**config.mk**
```make
export PLATFORM = sky130hd
export DESIGN_NAME = ldpc_enc_scheduler
export DESIGN_NICKNAME = d
export VERILOG_FILES = /design/src/rtl/ldpc_enc_scheduler.sv
export SDC_FILE = /design/constraint.sdc
export NUM_CORES = 1
export LEC_CHECK = 0
export BUFFER_PORTS_ARGS = -buffer_cell sky130_fd_sc_hd__buf_2
export CAP_MARGIN = 20
export CORE_ASPECT_RATIO = 1.2
export CORE_MARGIN = 2
export CORE_UTILIZATION = 40
export DETAILED_ROUTE_END_ITERATION = 16
export PLACE_DENSITY = 0.6
export SYNTH_ARGS = -nofsm -noshare
export SYNTH_HDL_FRONTEND = slang
export SYNTH_SLANG_ARGS = --single-unit
export TNS_END_PERCENT = 10
```
**constraint.sdc**
```tcl
create_clock -name clk -period 2.3 [get_ports clk]
set_clock_uncertainty 0.2 [all_clocks]
set_input_delay 0.115 -clock clk [delete_from_list [all_inputs] [get_ports clk]]
set_output_delay 0.115 -clock clk [all_outputs]
set_load 0.03 [all_outputs]
```
**src/rtl/ldpc_enc_scheduler.sv**
```systemverilog
// ldpc_enc_scheduler: round-robin sharing of one LDPC encoder between NUM_REQ
// message sources. Sequences start, message load, encode wait, parity readout
// and parity-done release for the granted source.
// Optional watchdog: define LDPC_SCHED_WDOG_EN to abort stalled LOAD/WAIT_DONE
// phases after WDOG_CYC cycles (err pulse, encoder drained through PARITY).
//
//   state     | meaning
//   ----------+----------------------------------------------------------
//   IDLE      | no codeword in flight, arbitrating requests
//   START     | enc_start pulse to the encoder, message counter cleared
//   LOAD      | streaming MSG_LEN message words from the granted source
//   WAIT_DONE | message loaded, waiting for encoder done
//   PARITY    | reading out PAR_LEN parity words
//   RELEASE   | parity-done and cw_done pulse, grant dropped, rr advanced
module ldpc_enc_scheduler #(
    parameter int NUM_REQ  = 2,
    parameter int MSG_LEN  = 32,
    parameter int PAR_LEN  = 16,
    parameter int WDOG_CYC = 64
) (
    input  logic               clk,
    input  logic               rst,
    input  logic [NUM_REQ-1:0] req,
    input  logic [NUM_REQ-1:0] src_valid,
    output logic [NUM_REQ-1:0] src_ready,
    output logic [NUM_REQ-1:0] gnt,
    output logic               enc_start,
    output logic               enc_din,
    input  logic               enc_done,
    output logic               enc_read_parity,
    input  logic               enc_par_valid,
    output logic               enc_parity_done,
    output logic               busy,
    output logic               cw_done,
    output logic               err
);
    localparam int IW = $clog2(NUM_REQ);
    localparam int MW = $clog2(MSG_LEN);
    localparam int PW = $clog2(PAR_LEN + 1);

    typedef enum logic [2:0] {
        S_IDLE, S_START, S_LOAD, S_WAIT_DONE, S_PARITY, S_RELEASE
    } state_t;

    state_t             state_q, state_d;
    logic [NUM_REQ-1:0] gnt_q, gnt_d;
    logic [IW-1:0]      gidx_q, gidx_d;
    logic [IW-1:0]      rr_q, rr_d;
    logic [MW-1:0]      msg_cnt_q, msg_cnt_d;
    logic [PW-1:0]      par_cnt_q, par_cnt_d;
    logic               par_seen_q, par_seen_d;
    logic               start_q, start_d;
    logic               pdone_q, pdone_d;
    logic               cwd_q, cwd_d;

    logic               xfer;
    logic               arb_found;
    logic [IW-1:0]      arb_idx;
    logic [IW-1:0]      cand;
    int unsigned        cand_i;
    logic               wdog_trip;

    // Round-robin pick: first requesting source at or after the rr pointer.
    always_comb begin
        arb_found = 1'b0;
        arb_idx   = '0;
        cand_i    = 0;
        cand      = '0;
        for (int i = 0; i < NUM_REQ; i++) begin
            cand_i = int'(rr_q) + i;
            if (cand_i >= NUM_REQ) cand_i = cand_i - NUM_REQ;
            cand = IW'(cand_i);
            if (!arb_found && req[cand]) begin
                arb_found = 1'b1;
                arb_idx   = cand;
            end
        end
    end

    assign xfer = (state_q == S_LOAD) && src_valid[gidx_q];

`ifdef LDPC_SCHED_WDOG_EN
    localparam int SW = $clog2(WDOG_CYC + 1);
    logic [SW-1:0] stall_q, stall_d;
    logic          stalling;
    logic          err_q, err_d;

    // Stall counter: counts consecutive no-progress cycles in LOAD/WAIT_DONE.
    always_comb begin
        stalling = ((state_q == S_LOAD) && !src_valid[gidx_q]) ||
                   ((state_q == S_WAIT_DONE) && !enc_done);
        stall_d  = '0;
        if (stalling)
            stall_d = (stall_q == SW'(WDOG_CYC)) ? stall_q : stall_q + 1'b1;
        wdog_trip = stalling && (stall_q == SW'(WDOG_CYC - 1));
        err_d     = wdog_trip;
    end

    // Watchdog registers.
    always_ff @(posedge clk) begin
        if (rst) begin
            stall_q <= '0;
            err_q   <= 1'b0;
        end else begin
            stall_q <= stall_d;
            err_q   <= err_d;
        end
    end

    assign err = err_q;
`else
    assign wdog_trip = 1'b0;
    assign err       = 1'b0;
`endif

    // State register and all sequencing flops.
    always_ff @(posedge clk) begin
        if (rst) begin
            state_q    <= S_IDLE;
            gnt_q      <= '0;
            gidx_q     <= '0;
            rr_q       <= '0;
            msg_cnt_q  <= '0;
            par_cnt_q  <= '0;
            par_seen_q <= 1'b0;
            start_q    <= 1'b0;
            pdone_q    <= 1'b0;
            cwd_q      <= 1'b0;
        end else begin
            state_q    <= state_d;
            gnt_q      <= gnt_d;
            gidx_q     <= gidx_d;
            rr_q       <= rr_d;
            msg_cnt_q  <= msg_cnt_d;
            par_cnt_q  <= par_cnt_d;
            par_seen_q <= par_seen_d;
            start_q    <= start_d;
            pdone_q    <= pdone_d;
            cwd_q      <= cwd_d;
        end
    end

    // Next-state, grant and counter update.
    always_comb begin
        state_d    = state_q;
        gnt_d      = gnt_q;
        gidx_d     = gidx_q;
        rr_d       = rr_q;
        msg_cnt_d  = msg_cnt_q;
        par_cnt_d  = par_cnt_q;
        par_seen_d = par_seen_q;
        case (state_q)
            S_IDLE: begin
                if (arb_found) begin
                    gnt_d          = '0;
                    gnt_d[arb_idx] = 1'b1;
                    gidx_d         = arb_idx;
                    state_d        = S_START;
                end
            end
            S_START: begin
                msg_cnt_d = '0;
                state_d   = S_LOAD;
            end
            S_LOAD: begin
                if (xfer) begin
                    // Counter parks at its terminal value on the last word.
                    if (msg_cnt_q == MW'(MSG_LEN - 1)) state_d = S_WAIT_DONE;
                    else msg_cnt_d = msg_cnt_q + 1'b1;
                end else if (wdog_trip) begin
                    par_cnt_d  = '0;
                    par_seen_d = 1'b0;
                    state_d    = S_PARITY;
                end
            end
            S_WAIT_DONE: begin
                if (enc_done || wdog_trip) begin
                    par_cnt_d  = '0;
                    par_seen_d = 1'b0;
                    state_d    = S_PARITY;
                end
            end
            S_PARITY: begin
                if (enc_par_valid) begin
                    par_seen_d = 1'b1;
                    if (par_cnt_q == PW'(PAR_LEN - 1)) begin
                        par_cnt_d = PW'(PAR_LEN);
                        state_d   = S_RELEASE;
                    end else begin
                        par_cnt_d = par_cnt_q + 1'b1;
                    end
                end
            end
            S_RELEASE: begin
                gnt_d   = '0;
                rr_d    = (gidx_q == IW'(NUM_REQ - 1)) ? '0 : gidx_q + 1'b1;
                state_d = S_IDLE;
            end
            default: state_d = S_IDLE;
        endcase
    end

    // Outputs: registered pulses keyed off the next state, handshakes from current state.
    always_comb begin
        start_d         = (state_d == S_START);
        pdone_d         = (state_d == S_RELEASE);
        cwd_d           = (state_d == S_RELEASE);
        src_ready       = '0;
        if (state_q == S_LOAD) src_ready[gidx_q] = src_valid[gidx_q];
        enc_din         = xfer;
        enc_read_parity = (state_q == S_PARITY) && !par_seen_q;
        busy            = (state_q != S_IDLE);
    end

    assign gnt             = gnt_q;
    assign enc_start       = start_q;
    assign enc_parity_done = pdone_q;
    assign cw_done         = cwd_q;
endmodule

```
==> results.md, run 1 <==
- The gate family responsible for the most delay along the worst path is simple AND/OR/NAND/NOR gates.
- The critical-path maximum fanout is 7.
- The count of buffering cells on the critical path with inverters included is 0.
- The static leakage power is 0.495 nW.
- Of the total power, the clock network draws 0.348.
- Setup repair after global routing left no endpoint under its margin.
- The via count of the first global-routing pass is 841.
- The destination of the worst hold path is gidx_q$_SDFFE_PP0P_.
- Yosys printed 0 warnings.
- At the end of the flow the core is filled with cells to 0.485.
- The path depth of the worst reg2reg path is 7.
- The layout-stage area growth over the synthesis result is 16.0%.
- The final count of hold timing violations was 0.
- The power per standard cell area is 665 nW/um^2.
- The endpoint type of the worst setup path is a register.
- The netlist uses 42 different library cells.
- After clock tree synthesis, the clock-pin slew on the worst setup and hold paths is 0.11 ns.
- Of the synthesized area, sequential elements account for 0.379.
- The number of antenna violations at the first check in global routing is 0.
- The final setup TNS is 0 ns.
- The worst slew margin relative to its limit is 0.649.
- The arrival time at the worst endpoint is 2.19 ns.
- At the end of the flow, the number of nets in the layout was 153.
- The actual slew at the worst max-slew pin is 0.526 ns.
- The synthesized design contains 0 enable-type register cells.
- In the layout the commonest cells are sky130_fd_sc_hd__dfxtp_1, sky130_fd_sc_hd__nor2_1, sky130_fd_sc_hd__buf_2.
- Counting every sink on the clock net gives 20.
- Of the total power, combinational logic draws 0.178.
- The count of standard-cell rows is 20.
- In the synthesized netlist the async set-or-reset flop fraction comes to 0.
- The total internal power is 595 uW.
- The number of cells traversed by the worst hold path is 4.
- The critical hold path startpoint is req[1].
- The detail-routed via count per cell is 5.23.
- The beginning of the worst register-to-register path is msg_cnt_q[0]$_SDFFE_PP0P_.
- The count of H-tree levels built during CTS is 1.
- The root buffer cell chosen for the clock tree is sky130_fd_sc_hd__clkbuf_4.
- Leaving out filler cells and counting taps, the final layout contains 173.
- The minimum clock period is 2.15 ns.
- For the worst setup path, the data required time is 2.34 ns.
- The global routing usage summed across all routing layers is 0.150.
- The HPWL after detailed placement is 1470 um.
- The count of buffers from port buffering is 17.
- After synthesis, the mean cell area works out to 8.60 um^2.
- The clock insertion delay at the later pin of the skew report is 0.30 ns.
- The netlist area before placement is 1060 um^2.
- Max-cap violations in this run came to 0.
- The sum of routed wire length over all layers is 2020 um.
- The most common cell type on the critical path is sky130_fd_sc_hd__ha_1.
- The part of the cycle the worst path needs is 0.935.
- The core region is 2530 um^2.
- The filler cell count in the final layout is 257.
- The most common cell after layout, fill and taps aside is sky130_fd_sc_hd__dfxtp_1.
- The critical register-to-register path endpoint is msg_cnt_q[3]$_SDFFE_PP0P_.
- The boundary pin count is 19.
- In this run, synthesis produced a sequential element count of 20.
- The first detailed-routing pass took 4 iterations.
- Counting tap cells, the placed design contains a total of 166 instances.
- The most used flip-flop cell after synthesis is sky130_fd_sc_hd__dfxtp_1.
- The number of nets with antenna violations after routing is 0.
- The delay of the slowest cell on the worst path is 0.37 ns.
- The cell count after synthesis is 123.
- The first global-routing pass estimated 3510 um of wire.
- After synthesis, the cell types taking the most area are sky130_fd_sc_hd__dfxtp_1, sky130_fd_sc_hd__nor2_1, sky130_fd_sc_hd__ha_1.
- The synthesized design spends more area on one cell type than any other, namely sky130_fd_sc_hd__dfxtp_1.
- The depth of the critical timing path with buffers and inverters included is 7.
- The routability congestion estimate from global placement is 0.767.
- After the first detailed-routing iteration, the DRC count stood at 17.
- The number of gates resized after CTS was 0.
- The DRC violations left is 0.
- In the final routed layout, each cell accounts on average for 11.6 um.
- The horizontal extent of the die is 50.9 um.
- The setup-violating endpoint count in the final report is 0.
- Measured along the y axis, the die boundary spans 60.3 um.
- The number of nets handed over by synthesis was 135.
- The initial core utilization is 0.418.
- The sequential power share is 0.474.
- The die footprint is 3070 um^2.
- The repair_antennas step left the layout with diodes totalling 0.
- Global routing finished with a remaining overflow of 0.
- The type of the worst setup path is register to register.
- Timing would allow up to 465 MHz.
- The peak ir drop on the vdd network is 0.339 mV.
- The signal on the critical path passes through ha_1, and3_1, ha_1, nor4b_1, o2bb2ai_1, or3_1, a21boi_1.
- The run finished with clean final reports.
- The class of the tightest hold or removal check is input port to register.
- In this run the register-to-register setup slack is 0.15 ns.
- The worst setup path is launched from a register.
- The fraction of post-synthesis cell area in the top cell type by area is 0.379.
- The TritonCTS clock tree is built.
- For this design the total switching power over the nets is 221 uW.
- The switching power as a share of total power is 0.271.
- The layout cell share with drive strength beyond 1 is 0.193.
- The detailed-route via count is 905.
- The worst-path cell with the longest stage delay is sky130_fd_sc_hd__or3_1.
- The number of buffers on the longest clock path is 2.
- The count of final max-slew check failures is 0.
- The total power of the final layout is 816 uW.
- Entering global routing, the biggest net connects 20 pins.
- The number of buffers created by CTS is 3.
## flip-flops by register name, summed over array words and instances (netlist names)
signal / count
cw_done: 1
enc_start: 1
gidx_q: 1
gnt: 2
msg_cnt_q: 5
par_cnt_q: 5
par_seen_q: 1
rr_q: 1
state_q: 3
## power groups by stage
stage          combinational (mW)  clock, mW  sequential (mW)
2_1_floorplan               0.108          0            0.393
3_3_place_gp                0.139          0            0.393
3_5_place_dp                0.142          0            0.395
4_1_cts                     0.146      0.294            0.387
5_1_grt                     0.161      0.306            0.391
6_report                    0.145      0.284            0.387
## per-layer routing
layer  wire length (um)  vias to the layer above  GRT usage
li1                   -                      478          -
met1                950                      417      0.174
met2               1000                        8      0.265
met3                 42                        2     0.0225
met4                 18                        0     0.0811
met5                  0                        -          0
## kinds of logic after synthesis
kind of cell	count (synthesis)	share of synthesized area
compound gates	30	0.213
fa+ha+maj	4	0.0473
simple gates	53	0.273
buf+inv	12	0.0556
mux	3	0.0284
flops	20	0.379
other cells	1	0.00355
## repair_timing
action,in CTS,in global routing
hold buffers,3,0
endpoints found under the hold margin,9,0
buffers inserted,0,0
## synth_stat cells, types with 2 or more instances
cell type                   number
sky130_fd_sc_hd__a21oi_1         5
sky130_fd_sc_hd__or3_1           2
sky130_fd_sc_hd__buf_2           2
sky130_fd_sc_hd__a2bb2oi_1       2
sky130_fd_sc_hd__nor2b_1         3
sky130_fd_sc_hd__nand2_1         6
sky130_fd_sc_hd__nor2_1         18
sky130_fd_sc_hd__buf_4           3
sky130_fd_sc_hd__nand2b_1        2
sky130_fd_sc_hd__nand3_1         4
sky130_fd_sc_hd__mux2i_1         3
sky130_fd_sc_hd__dfxtp_1        20
sky130_fd_sc_hd__and3_1          4
sky130_fd_sc_hd__inv_1           5
sky130_fd_sc_hd__nor3_1          2
sky130_fd_sc_hd__a211oi_1        3
sky130_fd_sc_hd__a22oi_1         3
sky130_fd_sc_hd__a32oi_1         2
sky130_fd_sc_hd__nor3b_1         3
sky130_fd_sc_hd__ha_1            4
sky130_fd_sc_hd__o21ai_0         4
sky130_fd_sc_hd__o2bb2ai_1       2
sky130_fd_sc_hd__or3b_1          2
## worst max-delay path by stage
stage                              start                   endpoint  slack, ns
2_1_floorplan  msg_cnt_q[0]$_SDFFE_PP0P_  msg_cnt_q[3]$_SDFFE_PP0P_       0.28
3_3_place_gp   msg_cnt_q[0]$_SDFFE_PP0P_  msg_cnt_q[3]$_SDFFE_PP0P_       0.20
3_5_place_dp   msg_cnt_q[0]$_SDFFE_PP0P_  msg_cnt_q[3]$_SDFFE_PP0P_       0.14
4_1_cts        msg_cnt_q[0]$_SDFFE_PP0P_  msg_cnt_q[3]$_SDFFE_PP0P_       0.12
5_1_grt        msg_cnt_q[0]$_SDFFE_PP0P_  msg_cnt_q[2]$_SDFFE_PP0P_      0.009
6_report       msg_cnt_q[0]$_SDFFE_PP0P_  msg_cnt_q[3]$_SDFFE_PP0P_       0.15
## layout make-up
| class | count | area (um^2) | area share |
|---|---|---|---|
| Clock buffer | 3 | 22.5 | 0.0184 |
| Timing Repair Buffer | 20 | 115 | 0.0939 |
| Inverter | 5 | 18.8 | 0.0153 |
| Clock inverter | 1 | 30.0 | 0.0245 |
| Tap cell | 33 | 41.3 | 0.0337 |
| Multi-Input combinational cell | 91 | 598 | 0.488 |
| Sequential cell | 20 | 400 | 0.327 |
## worst register-to-register path: stages, from the launching register on
cell and delay, ns:
sky130_fd_sc_hd__dfxtp_1 0.35, sky130_fd_sc_hd__ha_1 0.21, sky130_fd_sc_hd__and3_1 0.18, sky130_fd_sc_hd__ha_1 0.21, sky130_fd_sc_hd__nor4b_1 0.24, sky130_fd_sc_hd__o2bb2ai_1 0.19, sky130_fd_sc_hd__or3_1 0.38, sky130_fd_sc_hd__a21boi_1 0.14
## through the flow
step	hold slack [ns]	cell area, um^2	worst slack (ns)
after detailed placement	0.257	1140	0.136
after global routing	0.0828	1230	0.00875
final	0.0500	1230	0.151
after floorplan	0.0915	1060	0.281
after CTS	0.0423	1230	0.116
after global placement	0.252	1140	0.199
(Power assumes the default switching activity.)
==> run 2, diff against run 1 <==
- CELL_PAD_IN_SITES_DETAIL_PLACEMENT: not set -> 0
- CELL_PAD_IN_SITES_GLOBAL_PLACEMENT: not set -> 2
- CORE_UTILIZATION: 40 -> 34
- PLACE_DENSITY: 0.6 -> 0.81
- SLEW_MARGIN: not set -> 20
- clock period: 2.3 -> 2.6 ns (I/O delays scaled with it)
==> run 2 against run 1 <==
  * First-iteration DRC count down 12%
  * Utilization down 8.8 points
  * Largest power group unchanged
  * Final area shrank 1.8%
  * Via count up 1.9%
  * Hold slack got worse by 0.037 ns
  * Cell count increased by 1.2%
  * Die area increased by 16%
==> results.md, run 2 (synthesis results as in run 1) <==
- The CTS clock-pin slew for the worst setup and hold paths is 0.12 ns.
- The worst register-to-register path begins at msg_cnt_q[0]$_SDFFE_PP0P_.
- Input and output buffers added on the ports amount to 17.
- The die covers 3570 um^2.
- The total overflow left after global routing is 0.
- The worst-case register-to-register setup slack is 0.35 ns.
- The filler cell count in the final layout is 332.
- Setup repair after global routing left no endpoint under its margin.
- The first global-routing pass estimated 3750 um of wire.
- In this run the worst path has a maximum fanout of 7.
- The repair_antennas step left the layout with diodes totalling 0.
- After detailed routing, the average wire length per cell comes to 12.4 um.
- The endpoint type of the worst setup path is a register.
- The critical hold path startpoint is rst.
- The pre-CTS worst setup slack is 0.391 ns.
- The critical register-to-register path endpoint is msg_cnt_q[3]$_SDFFE_PP0P_.
- The worst setup slack after layout is 0.352 ns.
- The post-CTS repair timing setup buffer count is 0.
- The number of iterations in the first detailed-routing pass is 4.
- Across the run, the number of max-cap violations was 0.
- The total power of the final layout is 655 uW.
- The most common cell after layout, fill and taps aside is sky130_fd_sc_hd__dfxtp_1.
- The run finished with clean final reports.
- The via count of the first global-routing pass is 842.
- The total internal power is 455 uW.
- Leaving out fill and tap cells, the most frequent cells in the layout are sky130_fd_sc_hd__dfxtp_1, sky130_fd_sc_hd__nor2_1, sky130_fd_sc_hd__buf_2.
- In this run, post-CTS repair resized a total of 0 instances.
- The startpoint type of the worst setup path is a register.
- Measured along the y axis, the die boundary spans 65.1 um.
- The launching element of the worst setup path is msg_cnt_q[0]$_SDFFE_PP0P_.
- The clock net in this run drives a total of 20 sinks.
- Once layout is complete, the cells apart from fillers number 175.
- The hold-fix buffer count after cts is 2.
- The arrival time at the worst endpoint is 2.29 ns.
- The core region area is 3030 um^2.
- The layout cell share with drive strength beyond 1 is 0.194.
- The detail-routed via count per cell is 5.27.
- The routability congestion estimate from global placement is 0.695.
- The smallest clock period supported by the final layout is computed as 2.25 ns.
- The switching power is 199 uW.
- The net count of the finished layout is 152.
- The global routing usage summed across all routing layers is 0.138.
- The final count of hold timing violations is 0.
- For the worst-skew pair, the clock arrives at the later sink with an insertion delay of 0.30 ns.
- The largest registers in the layout are msg_cnt_q (5), par_cnt_q (5), state_q (3).
- The type of the worst setup path is register to register.
- For the worst setup path, the data required time is 2.64 ns.
- TritonCTS built the clock tree.
- The number of antenna violations at the first check in global routing is 0.
- The detailed-route via count is 922.
- The power per standard cell area is 544 nW/um^2.
- The detailed router finished its first iteration with 15 violations.
- The final core utilization is 0.398.
- The placed instances occupy a cell area of 1150 um^2.
- For the pin with the worst max-slew slack, the measured transition is 0.528 ns.
- The combinational power share is 0.196.
- The number of cells traversed by the worst hold path is 2.
- The path depth of the worst reg2reg path is 7.
- The HPWL after detailed placement is 1560 um.
- The count of nets left with antenna violations once routing finished came out at 0.
- The layout-stage area growth over the synthesis result is 13.8%.
- In this run the core area contains 22 standard-cell rows.
- In the finished design, the share of the clock period the worst path needs comes to 0.864.
- Wires add up to 2170 um.
- The setup-violating endpoint count in the final report is 0.
- Of the total power, the clock network draws 0.280.
- Counting the buffers created by CTS gives 3.
- Headroom to the max-slew limit came out at 0.648.
- The tree is rooted in a sky130_fd_sc_hd__clkbuf_4.
- The peak ir drop on the vdd network is 0.353 mV.
- For this configuration, the core starts out at a cell density of 0.349.
- The largest net degree at the start of global routing is 20.
- For this design the top-level I/O count stands at 19.
- CTS built an H-tree with a depth of 1.
- Of the total power, the share spent switching nets is 0.304.
- The maximum clock rate is 445 MHz.
- The count of final max-slew check failures is 0.
- In this run the static leakage power is 0.484 nW.
- The class of the tightest hold or removal check is input port to register.
- The floorplan step set the die width to 54.9 um.
- For hold timing, the worst endpoint is par_cnt_q[0]$_SDFFE_PP0P_.
- Summing all non-filler instances in the final layout gives an area of 1200 um^2.
- Summed over all failing endpoints, the final setup total negative slack is 0 ns.
- The longest clock path from root to sink contains 2 buffers.
- The post-placement cell count is 169.
- The sequential power share is 0.524.
- Hold timing on the final database bottoms out at a slack of 0.0131 ns.
- The DRC violations left is 0.
-- run 2: changes by cell type in the layout (fill, tap and decap cells not counted), sizes merged --
| cell | delta |
|---|---|
| bufinv | -1 |
| clkbuf | +1 |
| dlygate4sd3 | -1 |
-- run 2: cell type report --
cell class	instances	area (um^2)	area share
Multi-Input combinational cell	91	598	0.497
Sequential cell	20	400	0.333
Inverter	5	18.8	0.0156
Tap cell	36	45.0	0.0374
Timing Repair Buffer	19	105	0.0873
Clock buffer	4	36.3	0.0301
-- run 2: power groups by stage --
stage / clock (mW) / sequential [mW] / combinational (mW)
3_5_place_dp: 0 / 0.349 / 0.126
2_1_floorplan: 0 / 0.348 / 0.0958
6_report: 0.183 / 0.343 / 0.128
3_3_place_gp: 0 / 0.348 / 0.124
5_1_grt: 0.201 / 0.347 / 0.145
4_1_cts: 0.189 / 0.343 / 0.129
-- run 2: routing by layer --
layer	GRT usage	wire length, um	vias to the layer above
met5	0	0	-
met4	0.0457	24	0
met3	0.0207	91	2
met2	0.207	991	19
met1	0.199	1060	427
li1	-	-	474
-- run 2: critical path, stage by stage, from the launching register on --
cell and delay [ns]:
sky130_fd_sc_hd__dfxtp_1 0.35, sky130_fd_sc_hd__ha_1 0.21, sky130_fd_sc_hd__and3_1 0.19, sky130_fd_sc_hd__ha_1 0.22, sky130_fd_sc_hd__nor4b_1 0.30, sky130_fd_sc_hd__o2bb2ai_1 0.20
sky130_fd_sc_hd__or3_1 0.37, sky130_fd_sc_hd__a21boi_1 0.14
-- run 2: worst max-delay path by stage --
stage	end	slack (ns)	cells after the start
6_report	msg_cnt_q[3]$_SDFFE_PP0P_	0.35	7
5_1_grt	msg_cnt_q[3]$_SDFFE_PP0P_	0.20	7
4_1_cts	msg_cnt_q[3]$_SDFFE_PP0P_	0.33	7
3_5_place_dp	msg_cnt_q[3]$_SDFFE_PP0P_	0.39	7
3_3_place_gp	msg_cnt_q[3]$_SDFFE_PP0P_	0.49	7
2_1_floorplan	msg_cnt_q[3]$_SDFFE_PP0P_	0.58	7
